--- src/rtl/rush3d_command_sequencer.sv ---
// Command sequencer for the rush3d pipeline: background fill, vertex strobes and N-way buffer swaps on vsync.
// Optional swap watchdog enabled by defining RUSH3D_SWAP_TIMEOUT_EN.
module rush3d_command_sequencer #(
  parameter int          CSR_WIDTH       = 64,
  parameter int          NUM_BUFFERS     = 2,
  parameter int          BUF_IDX_WIDTH   = 2,
  parameter int          FRAME_CNT_WIDTH = 16,
  parameter logic [23:0] TIMEOUT_CYCLES  = 24'd2000000
) (
  input  logic                       clock,
  input  logic                       reset_n,
  input  logic [CSR_WIDTH-1:0]       control_status_in,
  output logic [CSR_WIDTH-1:0]       control_status_out,
  output logic                       control_status_load,
  output logic                       fill_background_flag,
  output logic                       vertex_strobe,
  output logic [BUF_IDX_WIDTH-1:0]   draw_buffer_index,
  output logic [BUF_IDX_WIDTH-1:0]   display_buffer_index,
  output logic [FRAME_CNT_WIDTH-1:0] frame_count,
  output logic                       busy,
  input  logic [3:0]                 framebuffer_write_state,
  input  logic [3:0]                 rasteriser_state,
  input  logic                       pixel_fifo_empty,
  input  logic                       vertex_data_fifo_empty,
  input  logic                       vsync
);

  // state       | meaning
  // S_IDLE      | waiting for a command bit in the CSR
  // S_BG_FILL   | background fill running, waiting for ack and framebuffer write state
  // S_VERTS     | vertex strobe issued, waiting for host to clear bit0
  // S_SWAP_WAIT | swap requested, waiting for vsync rise with idle pipeline
  // S_SWAP_ACK  | swap done, waiting for host to clear bit8
  typedef enum logic [2:0] {
    S_IDLE      = 3'd0,
    S_BG_FILL   = 3'd1,
    S_VERTS     = 3'd2,
    S_SWAP_WAIT = 3'd3,
    S_SWAP_ACK  = 3'd4
  } state_t;

  localparam int BIT_VERT = 0;
  localparam int BIT_BG   = 4;
  localparam int BIT_SWAP = 8;
  localparam logic [CSR_WIDTH-1:0]     MASK_VERT = CSR_WIDTH'(1) << BIT_VERT;
  localparam logic [CSR_WIDTH-1:0]     MASK_BG   = CSR_WIDTH'(1) << BIT_BG;
  localparam logic [CSR_WIDTH-1:0]     MASK_SWAP = CSR_WIDTH'(1) << BIT_SWAP;
  localparam logic [BUF_IDX_WIDTH-1:0] LAST_BUF  = BUF_IDX_WIDTH'(NUM_BUFFERS - 1);

  state_t                     state, state_nxt;
  logic [CSR_WIDTH-1:0]       csr_out_nxt;
  logic                       load_nxt, fill_nxt, strobe_nxt;
  logic [BUF_IDX_WIDTH-1:0]   draw_nxt, disp_nxt;
  logic [FRAME_CNT_WIDTH-1:0] frame_nxt;
  logic                       vsync_d;
  logic                       vsync_rise, pipe_idle, swap_go, bg_done;

  assign vsync_rise = vsync & ~vsync_d;
  assign pipe_idle  = pixel_fifo_empty & vertex_data_fifo_empty & (rasteriser_state == 4'h0);
  assign bg_done    = ~control_status_in[BIT_BG] & (framebuffer_write_state == 4'h3);
  assign busy       = (state != S_IDLE);

`ifdef RUSH3D_SWAP_TIMEOUT_EN
  localparam int BIT_TIMEOUT = 16;
  logic [23:0] wdog_q;
  logic        force_swap;

  assign force_swap = (wdog_q == TIMEOUT_CYCLES - 24'd1);
  assign swap_go    = (vsync_rise & pipe_idle) | force_swap;

  // Counter sits at zero outside SWAP_WAIT, so it starts fresh on every entry.
  always_ff @(posedge clock or negedge reset_n) begin
    if (!reset_n)                 wdog_q <= '0;
    else if (state != S_SWAP_WAIT) wdog_q <= '0;
    else                          wdog_q <= wdog_q + 24'd1;
  end
`else
  logic [23:0] unused_timeout;
  assign unused_timeout = TIMEOUT_CYCLES;
  assign swap_go        = vsync_rise & pipe_idle;
`endif

  always_ff @(posedge clock or negedge reset_n) begin
    if (!reset_n) begin
      state                <= S_IDLE;
      control_status_out   <= '0;
      control_status_load  <= 1'b0;
      fill_background_flag <= 1'b0;
      vertex_strobe        <= 1'b0;
      draw_buffer_index    <= BUF_IDX_WIDTH'(1);
      display_buffer_index <= '0;
      frame_count          <= '0;
      vsync_d              <= 1'b0;
    end else begin
      state                <= state_nxt;
      control_status_out   <= csr_out_nxt;
      control_status_load  <= load_nxt;
      fill_background_flag <= fill_nxt;
      vertex_strobe        <= strobe_nxt;
      draw_buffer_index    <= draw_nxt;
      display_buffer_index <= disp_nxt;
      frame_count          <= frame_nxt;
      vsync_d              <= vsync;
    end
  end

  always_comb begin
    state_nxt = state;
    case (state)
      S_IDLE: begin
        if (control_status_in[BIT_BG])        state_nxt = S_BG_FILL;
        else if (control_status_in[BIT_VERT]) state_nxt = S_VERTS;
        else if (control_status_in[BIT_SWAP]) state_nxt = S_SWAP_WAIT;
      end
      S_BG_FILL:   if (bg_done) state_nxt = S_IDLE;
      S_VERTS:     if (!control_status_in[BIT_VERT]) state_nxt = S_IDLE;
      S_SWAP_WAIT: if (swap_go) state_nxt = S_SWAP_ACK;
      S_SWAP_ACK:  if (!control_status_in[BIT_SWAP]) state_nxt = S_IDLE;
      default:     state_nxt = S_IDLE;
    endcase
  end

  always_comb begin
    csr_out_nxt = control_status_out;
    load_nxt    = control_status_load;
    fill_nxt    = fill_background_flag;
    strobe_nxt  = 1'b0;
    draw_nxt    = draw_buffer_index;
    disp_nxt    = display_buffer_index;
    frame_nxt   = frame_count;
    case (state)
      S_IDLE: begin
        if (control_status_in[BIT_BG]) begin
          fill_nxt    = 1'b1;
          load_nxt    = 1'b1;
          csr_out_nxt = control_status_in & ~MASK_BG;
        end else if (control_status_in[BIT_VERT]) begin
          strobe_nxt  = 1'b1;
          load_nxt    = 1'b1;
          csr_out_nxt = control_status_in & ~MASK_VERT;
        end
      end
      S_BG_FILL: begin
        if (!control_status_in[BIT_BG]) load_nxt = 1'b0;
        if (bg_done)                    fill_nxt = 1'b0;
      end
      S_VERTS: begin
        if (!control_status_in[BIT_VERT]) load_nxt = 1'b0;
      end
      S_SWAP_WAIT: begin
        if (swap_go) begin
          disp_nxt    = draw_buffer_index;
          draw_nxt    = (draw_buffer_index == LAST_BUF) ? '0
                                                        : draw_buffer_index + BUF_IDX_WIDTH'(1);
          frame_nxt   = frame_count + FRAME_CNT_WIDTH'(1);
          load_nxt    = 1'b1;
          csr_out_nxt = control_status_in & ~MASK_SWAP;
`ifdef RUSH3D_SWAP_TIMEOUT_EN
          if (force_swap) csr_out_nxt[BIT_TIMEOUT] = 1'b1;
`endif
        end
      end
      S_SWAP_ACK: begin
        if (!control_status_in[BIT_SWAP]) load_nxt = 1'b0;
      end
      default: load_nxt = 1'b0;
    endcase
  end

endmodule

--- config.mk ---
export PLATFORM = sky130hd
export DESIGN_NAME = rush3d_command_sequencer
export DESIGN_NICKNAME = d
export VERILOG_FILES = /design/src/rtl/rush3d_command_sequencer.sv
export SDC_FILE = /design/constraint.sdc
export NUM_CORES = 1
export LEC_CHECK = 0
export ABC_CLOCK_PERIOD_IN_PS = 6250
export CAP_MARGIN = 20
export CORE_MARGIN = 5
export CORE_UTILIZATION = 45
export DETAILED_ROUTE_END_ITERATION = 12
export PLACE_DENSITY = 0.85
export SETUP_SLACK_MARGIN = 0.5
export SLEW_MARGIN = 10
export SYNTH_ARGS = -nofsm -noshare
export SYNTH_HDL_FRONTEND = slang
export SYNTH_SLANG_ARGS = --single-unit
--- constraint.sdc ---
create_clock -name clock -period 6.25 [get_ports clock]
set_input_delay 1.25 -clock clock [delete_from_list [all_inputs] [get_ports clock]]
set_output_delay 1.25 -clock clock [all_outputs]
set_load 0.05 [all_outputs]
==> results.py <==
metrics = {
    "run_status": {
        "status": "completed",
    },
    "routing": {
        "ant_nets": 0,
        "drcViolationCount": 0,
        "initialDrtViolationCount": 61,
        "route.detailed.wl_per_inst_microns": 17.58,
        "route.final.wire_length_microns": 9315,
        "num_vias": 2698,
        "route.detailed.vias_per_inst": 5.091,
        "drt_pass1_iterations": 4,
    },
    "die": {
        "floorplan.initialDensity_pct": 45.69,
        "placeableCoreArea_sq_um": 8134,
        "die_width_microns": 100.9,
        "rows": 33,
        "die_height_microns": 100.9,
        "io-pin-count": 165,
        "design.die.area_sq_um": 10180,
    },
    "sta": {
        "maxSlewHeadroom_pct": 39.82,
        "setup_viol": 0,
        "layout_worst_path_cycle_share_pct": 54.73,
        "max_slew.worst_pin.slew_ns": 0.8799,
        "count_of_pins_over_their_slew_limit": 0,
        "clock_skew_ns": 0.006167,
        "period_minus_slack_ns": 3.421,
        "totalNegativeSetupSlack_ns": 0,
        "final-hold-violation-count": 0,
        "rsz0062_at_grt": "false",
        "fmax_mhz": 292.3,
    },
    "flow_run": {
        "max_cap_violations": 0,
    },
    "yosys": {
        "number_of_unique_standard_cell_types_used_by_synthesis": 38,
        "compound_gate_fraction_of_synth_area_pct": 3.569,
        "seq_area_frac_synth_pct": 61.31,
        "postSynthAreaPerCell_sq_um": 14.52,
        "post_synth_xor_area_fraction_pct": 3.771,
        "synth.net_count": 334,
        "synth.ff_latch_count": 91,
        "synth.cell_area_sq_um": 3716,
        "post_synth_mux_area_share_pct": 19.70,
        "synth_top_family_by_area": "multiplexers",
        "post_synth_and_or_nand_nor_area_fraction_pct": 7.811,
        "synth_fa_ha_area_share_pct": 0.3367,
        "netlist_instances": 256,
        "synth-warning-count": 0,
    },
    "clock_network": {
        "cts-root-to-sink-buffers": 2,
        "cts_repair_resized_insts": 0,
        "cts_inserted_buffers": 9,
        "cts_max_level": 3,
        "worst_skew_pair.late_latency_ns": 0.35,
        "clock_sink_count": 91,
        "worst_setup_hold_path_clk_slew_ns": 0.09,
        "cts_tree": "yes",
        "clock_tree.root_cell": "clkbuf_8",
        "post_cts_setup_repair_bufs": 0,
        "cts_hold_buffers": 0,
    },
    "final_layout": {
        "syn2layout_area_growth_pct": 51.65,
        "final_net_count": 498,
        "layout-drive-gt1-share_pct": 13.65,
        "layout_commonest_cell": "clkdlybuf4s50_1",
        "commonest_cells_after_routing_fill_and_taps_aside": "163 x clkdlybuf4s50_1, 90 x dfrtp_1, 42 x mux2_1",
        "antennaDiodeCount": 0,
        "stdcell_area_sq_um": 5635,
    },
    "global_routing": {
        "globalRoute.totalOverflow": 0,
        "wire_length_of_the_first_global_routing_pass_microns": 14700,
        "via_count_of_the_first_global_routing_pass": 2807,
        "number_of_antenna_violations_at_the_first_check_in_global_routing": 0,
        "grt_max_degree": 67,
        "groute.usage.overall_pct": 18.73,
    },
    "placed_design": {
        "post-dp-hpwl_microns": 7029,
        "placement.cell_area_sq_um": 5436,
        "globalplace.congestion": 0.8207,
        "place.port_buffers": 164,
    },
    "setup_path": {
        "crit_fanout": 66,
        "cp_num_buf_inv": 2,
        "worst_path_dominant_cell_family": "buffers and inverters",
        "cp.required_ns": 6.49,
        "crit_path_cell_trace": "clkdlybuf4s50_1, or4_4, o32ai_4, buf_4, mux2_2",
        "worstReg2RegEnd": "control_status_out[56]",
        "startpoint_type": "input pin",
        "reg2reg_setup_slack_ns": 3.72,
        "critical_path_class": "input pin to register",
        "r2r.worst_path.cells": 4,
        "max_stage_delay_ns": 0.67,
        "cp.arrival_ns": 3.66,
        "critical-path-slowest-cell": "buf_4",
        "critical_path.endpoint_type": "register",
        "regToRegStartpoint": "state[2]",
    },
    "worst_hold_path": {
        "worst_hold_path_type": "register to register",
        "min_path_cells": 1,
        "hold-path-endpoint": "frame_count[15]",
        "timing.hold.worst.start": "frame_count[15]",
    },
    "power_and_ir_drop": {
        "p_leak_nw": 2.357,
        "total_chip_power_mw": 3.084,
        "max-vdd-ir-drop_mv": 0.1839,
        "p_per_area_nw_per_um2": 547.2,
    },
}
[state kept, by name (all words and copies together) (netlist names)]
name,cells
vertex_strobe,1
fill_background_flag,1
state,3
draw_buffer_index,2
control_status_load,1
control_status_out,64
display_buffer_index,2
frame_count,16
vsync_d,1
[cell families after synthesis]
kind of cell | Yosys count
AO/OA/AOI/OAI | 18
XOR/XNOR | 16
adder cells (fa/ha/maj) | 1
buffers and inverters | 22
flip-flops | 91
multiplexers | 65
AND/OR/NAND/NOR | 43
[area by class of cell]
type | instances | area (sq um)
clock buffers | 9 | 123.9
clock inverters | 7 | 75.07
inverters | 9 | 33.78
well taps | 105 | 131.4
repair buffers | 166 | 1674
flip-flops and latches | 91 | 2278
multi-input cells | 143 | 1319
fillers | 593 | 2499
[cells in the mapped netlist]
library cell | instances | area share [%]
buf_2 | 2 | 0.27
xor2_1 | 9 | 2.1
nor3_1 | 2 | 0.27
and4_1 | 1 | 0.24
nand3_1 | 4 | 0.54
o21ai_0 | 5 | 0.67
buf_6 | 5 | 1.5
mux2_2 | 23 | 7.0
a21boi_0 | 2 | 0.40
or3_1 | 2 | 0.34
ha_1 | 1 | 0.34
nand4b_1 | 1 | 0.24
nand2b_1 | 1 | 0.17
a21oi_1 | 3 | 0.40
nor2b_1 | 1 | 0.17
nand2_1 | 7 | 0.71
o31ai_1 | 1 | 0.20
dfrtp_1 | 90 | 61
nor2_1 | 5 | 0.51
nand4_1 | 4 | 0.67
o31a_1 | 1 | 0.24
o32ai_2 | 1 | 0.44
inv_1 | 9 | 0.91
mux2_1 | 42 | 13
a31o_1 | 1 | 0.24
nor3_4 | 1 | 0.44
nor4_2 | 2 | 0.67
o32ai_1 | 2 | 0.47
nand3b_1 | 1 | 0.20
nor2_2 | 4 | 0.67
nor3_2 | 4 | 1.1
a2111oi_0 | 1 | 0.24
xnor2_1 | 7 | 1.6
clkbuf_1 | 4 | 0.40
a221o_1 | 1 | 0.27
or4_4 | 3 | 0.91
dfstp_2 | 1 | 0.71
buf_4 | 2 | 0.40
[report_power, final]
part	total, mW	internal [mW]	leakage (nW)	switching [mW]
Combinational	1.74	0.640	1.16	1.10
Sequential	0.942	0.818	1.10	0.124
Clock	0.400	0.187	0.0923	0.213
[stage by stage]
| step | std cells | hold WS, ns | setup WS (ns) | util (%) |
|---|---|---|---|---|
| finish | 530 | 0.4677 | 2.829 | 69.28 |
| global route | 530 | 0.4899 | 2.774 | 69.28 |
| CTS | 530 | 0.4754 | 2.844 | 69.28 |
| detailed placement | 514 | 0.4618 | 2.452 | 66.84 |
| global placement | 513 | 0.4557 | 2.490 | 66.50 |
| floorplan | 256 | 0.5093 | 3.242 | - |
[per-layer routing]
metal,global-route usage [%],part of all wire [%]
met1,23.68,40
met4,3.938,0.59
met5,0,0
met3,6.505,9.5
met2,31.24,50
[worst max-delay path by stage]
stage	from	to	slack, ns	cells after the start
4_1_cts	rasteriser_state[1]	control_status_out[48]	2.84	5
2_1_floorplan	rasteriser_state[1]	control_status_out[36]	3.24	6
3_3_place_gp	rasteriser_state[1]	control_status_out[58]	2.49	5
5_1_grt	rasteriser_state[1]	control_status_out[56]	2.77	5
3_5_place_dp	rasteriser_state[1]	control_status_out[48]	2.45	5
6_report	rasteriser_state[1]	control_status_out[56]	2.83	5
(Power assumes the default switching activity.)
